File: src/rtl/m_rst_seq_pkg.sv
// Shared FSM encoding and default parameters for the reset sequencer.
package m_rst_pkg;

    typedef enum logic [1:0] {
        ST_SYNC,
        ST_RELEASE,
        ST_RUN,
        ST_SWHOLD
    } state_e;

    localparam int DEF_N_OUT       = 4;
    localparam int DEF_SYNC_STAGES = 2;
    localparam int DEF_GAP_CYC     = 16;
    localparam int DEF_HOLD_CYC    = 8;

    function automatic int max_i(input int a, input int b);
        return (a > b) ? a : b;
    endfunction

endpackage

File: src/rtl/m_rst_seq_if.sv
// Software-request handshake and sequenced reset outputs of m_rst_seq.
interface m_rst_seq_if #(
    parameter int N_OUT = 4
) ();
    logic             sw_req;
    logic [N_OUT-1:0] rn_o;
    logic             done;
    logic             sw_busy;
    logic             sw_ack;

    modport master (output sw_req, input rn_o, done, sw_busy, sw_ack);
    modport slave  (input sw_req, output rn_o, done, sw_busy, sw_ack);
endinterface

File: src/rtl/m_rst_sync.sv
// Async-assert / sync-deassert reset synchronizer fed a constant 1.
module m_rst_sync #(
    parameter int STAGES = 2
) (
    input  logic CK,
    input  logic R,
    output logic pre_o,
    output logic sync_o
);
    logic [STAGES-1:0] chain_q, chain_d;

    always_comb chain_d = {chain_q[STAGES-2:0], 1'b1};

    always_ff @(posedge CK or posedge R) begin
        if (R) chain_q <= '0;
        else   chain_q <= chain_d;
    end

    // pre_o rises one edge ahead of sync_o so the consumer can act on the same edge sync_o rises
    assign pre_o  = chain_q[STAGES-2];
    assign sync_o = chain_q[STAGES-1];
endmodule

File: src/rtl/m_rst_seq.sv
// Staged reset release sequencer with software-triggered re-sequencing.
module m_rst_seq
    import m_rst_pkg::*;
#(
    parameter int N_OUT       = DEF_N_OUT,
    parameter int SYNC_STAGES = DEF_SYNC_STAGES,
    parameter int GAP_CYC     = DEF_GAP_CYC,
    parameter int HOLD_CYC    = DEF_HOLD_CYC
) (
    input  logic        CK,
    input  logic        R,
    m_rst_seq_if.slave  bus
);
    localparam int CW = $clog2(max_i(GAP_CYC, HOLD_CYC) + 1);
    localparam int IW = $clog2(N_OUT + 1);
    localparam logic [CW-1:0] GAP_LD  = CW'(GAP_CYC);
    localparam logic [CW-1:0] HOLD_LD = CW'(HOLD_CYC);
    localparam logic [CW-1:0] CNT_ONE = CW'(1);
    localparam logic [IW-1:0] IDX_LST = IW'(N_OUT - 1);

    state_e           state_q, state_d;
    logic [CW-1:0]    cnt_q, cnt_d;
    logic [IW-1:0]    idx_q, idx_d;
    logic [N_OUT-1:0] rn_q, rn_d;
    logic             done_q, done_d;
    logic             busy_q, busy_d;
    logic             ack_q, ack_d;
    logic             sync_pre, sync_rdy;

    m_rst_sync #(.STAGES(SYNC_STAGES)) u_sync (
        .CK     (CK),
        .R      (R),
        .pre_o  (sync_pre),
        .sync_o (sync_rdy)
    );

    always_comb begin
        state_d = state_q;
        cnt_d   = cnt_q;
        idx_d   = idx_q;
        rn_d    = rn_q;
        done_d  = done_q;
        busy_d  = busy_q;
        ack_d   = 1'b0;
        unique case (state_q)
            ST_SYNC: begin
                if (sync_pre) begin
                    state_d = ST_RELEASE;
                    cnt_d   = GAP_LD;
                    idx_d   = '0;
                end
            end
            ST_RELEASE: begin
                // sync_rdy is an interlock: no output may release before the synchronizer has
                if (cnt_q == CNT_ONE && sync_rdy) begin
                    for (int i = 0; i < N_OUT; i++)
                        if (idx_q == IW'(i)) rn_d[i] = 1'b1;
                    cnt_d = GAP_LD;
                    idx_d = idx_q + 1'b1;
                    if (idx_q == IDX_LST) begin
                        state_d = ST_RUN;
                        cnt_d   = '0;
                        idx_d   = '0;
                        done_d  = 1'b1;
                        ack_d   = busy_q;
                        busy_d  = 1'b0;
                    end
                end else if (cnt_q != CNT_ONE) begin
                    cnt_d = cnt_q - 1'b1;
                end
            end
            ST_RUN: begin
                if (bus.sw_req) begin
                    state_d = ST_SWHOLD;
                    rn_d    = '0;
                    done_d  = 1'b0;
                    busy_d  = 1'b1;
                    cnt_d   = HOLD_LD;
                end
            end
            ST_SWHOLD: begin
                if (cnt_q == CNT_ONE) begin
                    state_d = ST_RELEASE;
                    cnt_d   = GAP_LD;
                    idx_d   = '0;
                end else begin
                    cnt_d = cnt_q - 1'b1;
                end
            end
            default: state_d = ST_SYNC;
        endcase
    end

    always_ff @(posedge CK or posedge R) begin
        if (R) begin
            state_q <= ST_SYNC;
            cnt_q   <= '0;
            idx_q   <= '0;
            rn_q    <= '0;
            done_q  <= 1'b0;
            busy_q  <= 1'b0;
            ack_q   <= 1'b0;
        end else begin
            state_q <= state_d;
            cnt_q   <= cnt_d;
            idx_q   <= idx_d;
            rn_q    <= rn_d;
            done_q  <= done_d;
            busy_q  <= busy_d;
            ack_q   <= ack_d;
        end
    end

    assign bus.rn_o    = rn_q;
    assign bus.done    = done_q;
    assign bus.sw_busy = busy_q;
    assign bus.sw_ack  = ack_q;
endmodule
File: src/flat_wrapper.sv
// flat-port wrapper written by rule: the top's interface ports become plain ports
module m_rst_seq_flat import m_rst_pkg::*;
#(
    parameter int N_OUT       = DEF_N_OUT,
    parameter int SYNC_STAGES = DEF_SYNC_STAGES,
    parameter int GAP_CYC     = DEF_GAP_CYC,
    parameter int HOLD_CYC    = DEF_HOLD_CYC
)
  (CK, R, bus_sw_req, bus_rn_o, bus_done, bus_sw_busy, bus_sw_ack);
  m_rst_seq_if #(.N_OUT(N_OUT)) bus_i ();
  input  logic CK;
  input  logic R;
  input wire logic [$bits(bus_i.sw_req)-1:0] bus_sw_req;
  output wire logic [$bits(bus_i.rn_o)-1:0] bus_rn_o;
  output wire logic [$bits(bus_i.done)-1:0] bus_done;
  output wire logic [$bits(bus_i.sw_busy)-1:0] bus_sw_busy;
  output wire logic [$bits(bus_i.sw_ack)-1:0] bus_sw_ack;
  assign bus_i.sw_req = bus_sw_req;
  assign bus_rn_o = bus_i.rn_o;
  assign bus_done = bus_i.done;
  assign bus_sw_busy = bus_i.sw_busy;
  assign bus_sw_ack = bus_i.sw_ack;
  m_rst_seq #(.N_OUT(N_OUT), .SYNC_STAGES(SYNC_STAGES), .GAP_CYC(GAP_CYC), .HOLD_CYC(HOLD_CYC)) u_core (.CK(CK), .R(R), .bus(bus_i));
endmodule
File: config.mk
export PLATFORM = sky130hd
export DESIGN_NAME = m_rst_seq_flat
export DESIGN_NICKNAME = d
export VERILOG_FILES = /design/src/rtl/m_rst_seq_pkg.sv /design/src/rtl/m_rst_seq_if.sv /design/src/rtl/m_rst_sync.sv /design/src/rtl/m_rst_seq.sv /design/src/flat_wrapper.sv
export SDC_FILE = /design/constraint.sdc
export NUM_CORES = 1
export LEC_CHECK = 0
export BUFFER_PORTS_ARGS = -buffer_cell sky130_fd_sc_hd__buf_4
export CAP_MARGIN = 20
export CORE_MARGIN = 3
export CORE_UTILIZATION = 50
export CTS_CLUSTER_DIAMETER = 60
export DETAILED_ROUTE_END_ITERATION = 6
export PLACE_DENSITY = 0.72
export SETUP_SLACK_MARGIN = 0.4
export SKIP_LAST_GASP = 1
export SLEW_MARGIN = 20
export SYNTH_ARGS = -nofsm -noshare
export SYNTH_HDL_FRONTEND = slang
export SYNTH_HIERARCHICAL = 1
export SYNTH_SLANG_ARGS = --single-unit
export TNS_END_PERCENT = 5
File: constraint.sdc
create_clock -name CK -period 5.11 [get_ports CK]
set_input_delay 0.511 -clock CK [delete_from_list [all_inputs] [get_ports CK]]
set_output_delay 0.511 -clock CK [all_outputs]
set_load 0.02 [all_outputs]
After elaboration in Yosys (flattened, before gate mapping)
Index checks and enable logic that the tools add are counted.
{ "word_totals": {"register_bits": 19} }
{ "classes": {"add_sub_neg": 2, "n_eq_ne": 17, "muxes": 35, "reduce_logical": 12} }
{ "op_table": {"columns": ["operator", "n"], "rows": [
  ["5-bit two-way mux", 6],
  ["5-bit case mux with 4 select lines", 1],
  ["4-bit AND reduction", 5],
  ["1-bit two-way mux", 12],
  ["3-bit two-way mux", 4],
  ["2-bit by 1-bit != test with 1-bit output (second input constant)", 6],
  ["2-bit two-way mux", 5],
  ["3-bit case mux with 3 select lines", 1],
  ["4-bit two-way mux", 2],
  ["2-bit case mux with 4 select lines", 1],
  ["4-bit case mux with 2 select lines", 1],
  ["3-bit by 2-bit == test with 1-bit output (second input constant)", 2],
  ["5-bit by 1-bit == test with 1-bit output (second input constant)", 1],
  ["5-bit by 1-bit != test with 1-bit output (second input constant)", 1],
  ["5-bit AND reduction", 1],
  ["5-bit by 1-bit subtractor with 5-bit output (second input constant)", 1],
  ["2-bit == test (second input constant)", 2],
  ["2-bit != test (second input constant)", 2],
  ["1-bit case mux with 2 select lines", 2],
  ["3-bit by 1-bit adder with 3-bit output (second input constant)", 1],
  ["3-bit by 1-bit == test with 1-bit output (second input constant)", 1],
  ["3-bit zero test", 1],
  ["3-bit by 1-bit != test with 1-bit output (second input constant)", 1],
  ["3-bit AND reduction", 1],
  ["5 further kinds", 5]
]} }

Logic depth before layout (Yosys ltp)
{ "logic_depth": {"depth_word": 4, "depth_mapped": 7} }

Modules after synthesis
The synthesis kept the hierarchy.
{ "by_module_without_submodules": {"columns": ["module", "n_inst", "cells_per_inst", "area_each_um2", "seq_area_each_um2"], "rows": [
  ["m_rst_seq", 1, 108, 1074.8, 400.4],
  ["m_rst_sync", 1, 4, 57.6, 50.0]
]} }

Worst setup path after synthesis
OpenSTA, ideal clock, no wires.
{ "synth_path": {"kind": "register to register", "start": "register u_core.cnt_q[1]", "end": "register u_core.state_q[1]", "arrival_ns": 1.734, "slack_ns": 3.251, "path_stages_with_launch": 7, "period_less_slack_ns": 1.859, "path_cell_list": "dfrtp_1 -> inv_1 -> ha_1 -> or4b_4 -> nor3_2 -> o21ai_2 -> mux2_4"} }
{ "synth_between": {"elab_chain_cells": 4, "word_cells_on_any_way": 5, "classes_between": "eq/ne (3); reduce/logical (2)"} }
{ "synth_rtl": {"columns": ["item", "line", "source"], "rows": [
  ["start: declaration", "m_rst_seq.sv:22", "logic [CW-1:0] cnt_q, cnt_d;"],
  ["start signal: assignment", "m_rst_seq.sv:105", "cnt_q <= cnt_d;"],
  ["5-bit by 1-bit == test with 1-bit output *", "m_rst_seq.sv:55, m_rst_seq.sv:82", null],
  ["1-bit logical AND", "m_rst_seq.sv:55", "if (cnt_q == CNT_ONE && sync_rdy) begin"],
  ["2-bit by 1-bit != test with 1-bit output (no source line)", null, null],
  ["5-bit AND reduction (no source line) *", null, null],
  ["end signal: assignment", "m_rst_seq.sv:104", "state_q <= state_d;"],
  ["end: declaration", "m_rst_seq.sv:21", "state_e state_q, state_d;"]
]} }
Mark *: on every way between the ends. The rest lies on a longest branch, timed or not.
A chain may end at the register's enable or synchronous reset.

Worst setup path in the final report
{ "layout_path": {"start": "register u_core.state_q[1]", "end": "register u_core.cnt_q[2]"} }
{ "layout_between": {"elab_chain_cells": 3, "word_cells_on_any_way": 9, "classes_between": "eq/ne (6); mux (1); reduce/logical (2)"} }
{ "layout_rtl": {"columns": ["item", "line", "source"], "rows": [
  ["2-bit by 1-bit == test with 1-bit output, or another cell as far along", "m_rst_seq.sv:45", "unique case (state_q)"],
  ["3-bit by 1-bit != test with 1-bit output (no source line) or 2-bit != test (tied branches)", null, null],
  ["3-bit AND reduction (no source line)", null, null]
]} }
Parallel ways exist; a longest one is shown, timed or not.

==> key figures <==
Yosys
  • Post-synth EDFFs: 0
  • Sequential-to-total area share from yosys stat: 0.398
  • Synthesized Nets: 126
  • Mapped Avg Cell Area: 10.1 um2
  • Post-Syn Instances: 112
  • Ys Warns: 6
  • Cell Area, Synth: 1130 um2
  • Seq cells post-synth: 18
  • Distinct cell type count after synthesis: 40
  • Async set-reset flop share out of synthesis: 1.00
  • Main synth FF type: dfrtp_1

Floorplanning
  • Die width: 53.6 um
  • Row count: 16
  • Die area: 2870 um2
  • Starting density of the core: 0.555
  • Die span in y: 53.6 um
  • Io pins: 10
  • Core area: 2040 um2

Global route
  • GR Util All Layers: 0.187
  • First-pass GRT wire length: 3840 um
  • Antenna violations before repair: 0
  • GR met3 Demand/Resource: 0.0277
  • Gr busiest metal: met2
  • Largest net degree at the start of global routing: 17
  • M2 GR Usage: 0.298
  • Number of global-route vias before repair: 844
  • Grt ovf: 0
  • Met1 usage: 0.249

Setup path
  • WS Path Type: reg2reg
  • Crit end category: flip-flop
  • Crit path DAT: 2.21 ns
  • Req. time, crit path: 5.33 ns
  • Cell chain of the critical path: inv_1, ha_1, nor2_1, nor4_1, a21oi_1, a31oi_1
  • Slowest-stage cell, CP: ha_1
  • CP Max Fanout: 13
  • Delay of the slowest critical-path stage: 0.52 ns
  • Startpoint types: flip-flop

STA
  • Clock Skew: 0.00183 ns
  • RSZ-0062 raised after global routing: no
  • Worst slew pin tran: 0.635 ns
  • Setup Viol. Count Final: 0
  • Slew Limit Fails: 0
  • Fmax: 502 MHz
  • Slew HR: 0.576
  • Fin crit period: 1.99 ns
  • Final-report hold violation count: 0
  • Fin Setup TNS: 0 ns
  • Period utilization: 0.389

CTS
  • Htree depth: 1
  • CTS tree: yes
  • Clock Latency Late Sink: 0.29 ns
  • Bufs on Longest Clock Path: 2
  • Clock slew at reported path FFs: 0.10 ns
  • # resized after CTS: 0
  • CTS Hold Bufs: 0
  • CTS Buf Count: 3
  • Post-CTS Setup Bufs: 0
  • Clock Sinks: 18
  • Root buf cell: clkbuf_4

Layout
  • Antenna cells: 0
  • Area Growth Syn to Fin: 10.8%
  • Layout fillers: 174
  • Final Core Density: 0.615
  • Commonest cells after routing, fill and taps aside: dfrtp_1, inv_1, ha_1
  • Final Instance Area: 1250 um2
  • Non-filler instance count after layout: 149
  • Fin nets: 137
  • Layout cells sized above 1: 0.180
  • Commonest non-fill, non-tap cell in the layout: dfrtp_1

Placed design
  • Gp weighted congestion: 0.800
  • Placed cells: 145
  • Area after detailed placement: 1220 um2
  • DP Wirelength: 1660 um
  • PortBufs: 9

Routing
  • DRC viols: 0
  • WL/cell: 15.1 um
  • DR iter-0 viols: 27
  • Antenna Violating Nets Remaining: 0
  • Vias: 867
  • Drt first pass iters: 4
  • Final wirelength: 2240 um
  • Via density: 5.82

Power
  • PwrDens: 634 nW/um2
  • Worst IR Drop VDD: 438 uV
  • Final total power: 795 uW
  • Leakage power: 0.578 nW

Run
  • Max-cap viol count: 0

Min path
  • HP Class: in2async

Run status
  • Status: finished clean
-- layout make-up --
| cell class | count | area (um2) | share of cell area |
|---|---|---|---|
| timing repair buffer | 9 | 67.6 | 0.0538 |
| sequential | 18 | 450 | 0.359 |
| multi-input combinational | 79 | 622 | 0.496 |
| tap | 27 | 33.8 | 0.0269 |
| clock buffer | 4 | 36.3 | 0.0289 |
| inverter | 12 | 45.0 | 0.0359 |
-- kinds of logic after synthesis --
| family | count (synthesis) | share of synthesized area |
|---|---|---|
| AND/OR/NAND/NOR | 36 | 0.188 |
| AO/OA/AOI/OAI | 27 | 0.197 |
| flip-flops | 18 | 0.398 |
| buffers and inverters | 15 | 0.0530 |
| adder cells (fa/ha/maj) | 11 | 0.122 |
| multiplexers | 4 | 0.0398 |
| other | 1 | 0.00331 |
-- cells in the mapped netlist, types with 2 or more instances --
| library cell | count | area [um2] |
|---|---|---|
| inv_1 | 12 | 45.0 |
| nor2_1 | 7 | 26.3 |
| nand2_1 | 6 | 22.5 |
| dfrtp_1 | 18 | 450 |
| nor3_1 | 2 | 10.0 |
| o211ai_1 | 3 | 22.5 |
| nand2b_1 | 2 | 12.5 |
| o21a_1 | 2 | 15.0 |
| nand3_1 | 5 | 25.0 |
| nor2b_1 | 5 | 31.3 |
| a21oi_1 | 3 | 15.0 |
| o41ai_1 | 2 | 17.5 |
| mux2i_1 | 3 | 30.0 |
| ha_1 | 11 | 138 |
| a21boi_0 | 3 | 22.5 |
| a311o_1 | 4 | 40.0 |
-- where the power goes --
| part | total [mW] | internal (mW) | switching [mW] |
|---|---|---|---|
| sequential | 0.249 | 0.195 | 0.0536 |
| combinational | 0.458 | 0.206 | 0.252 |
| clock | 0.0879 | 0.0434 | 0.0445 |
-- critical path: cells and delay by family (launching register included) --
family / cells / cell delay (ns)
flip-flops: 1 / 0.43
AND/OR/NAND/NOR: 2 / 0.56
adder cells (fa/ha/maj): 1 / 0.52
buffers and inverters: 1 / 0.11
AO/OA/AOI/OAI: 2 / 0.29
-- per-stage QoR --
step                hold slack, ns  setup WS [ns]
floorplan                    0.252           3.25
global placement             0.370           3.18
detailed placement           0.372           3.15
CTS                         0.0509           3.14
global route                0.0444           2.92
finish                      0.0588           3.12
-- state kept, by name (all words and copies together), names as in the netlist --
signal,cells
u_core/bus.sw_busy,1
u_core/idx_q,3
u_core/bus.sw_ack,1
u_core/bus.rn_o,4
u_core/cnt_q,5
u_core/state_q,2
u_core/u_sync/chain_q,2
-- worst paths after layout --
kind	startpoint	to	slack [ns]	cells after the start
hold reg to reg	u_core/u_sync/chain_q[0]	u_core/u_sync/chain_q[1]	0.39	0
min in group CK	u_core/u_sync/chain_q[0]	u_core/u_sync/chain_q[1]	0.39	0
hold / removal	R	u_core/u_sync/chain_q[0]	0.06	2
setup / recovery	u_core/state_q[1]	u_core/cnt_q[2]	3.12	6
max in group asynchronous	R	u_core/bus.sw_ack	4.40	2
setup reg to reg	u_core/state_q[1]	u_core/cnt_q[2]	3.12	6
-- routing by layer --
metal | vias to the layer above | share of wire
met5 | - | 0
li1 | 421 | -
met1 | 408 | 0.46
met2 | 34 | 0.47
met3 | 4 | 0.051
met4 | 0 | 0.015
No activity file was read; power rests on OpenSTA's default activity.
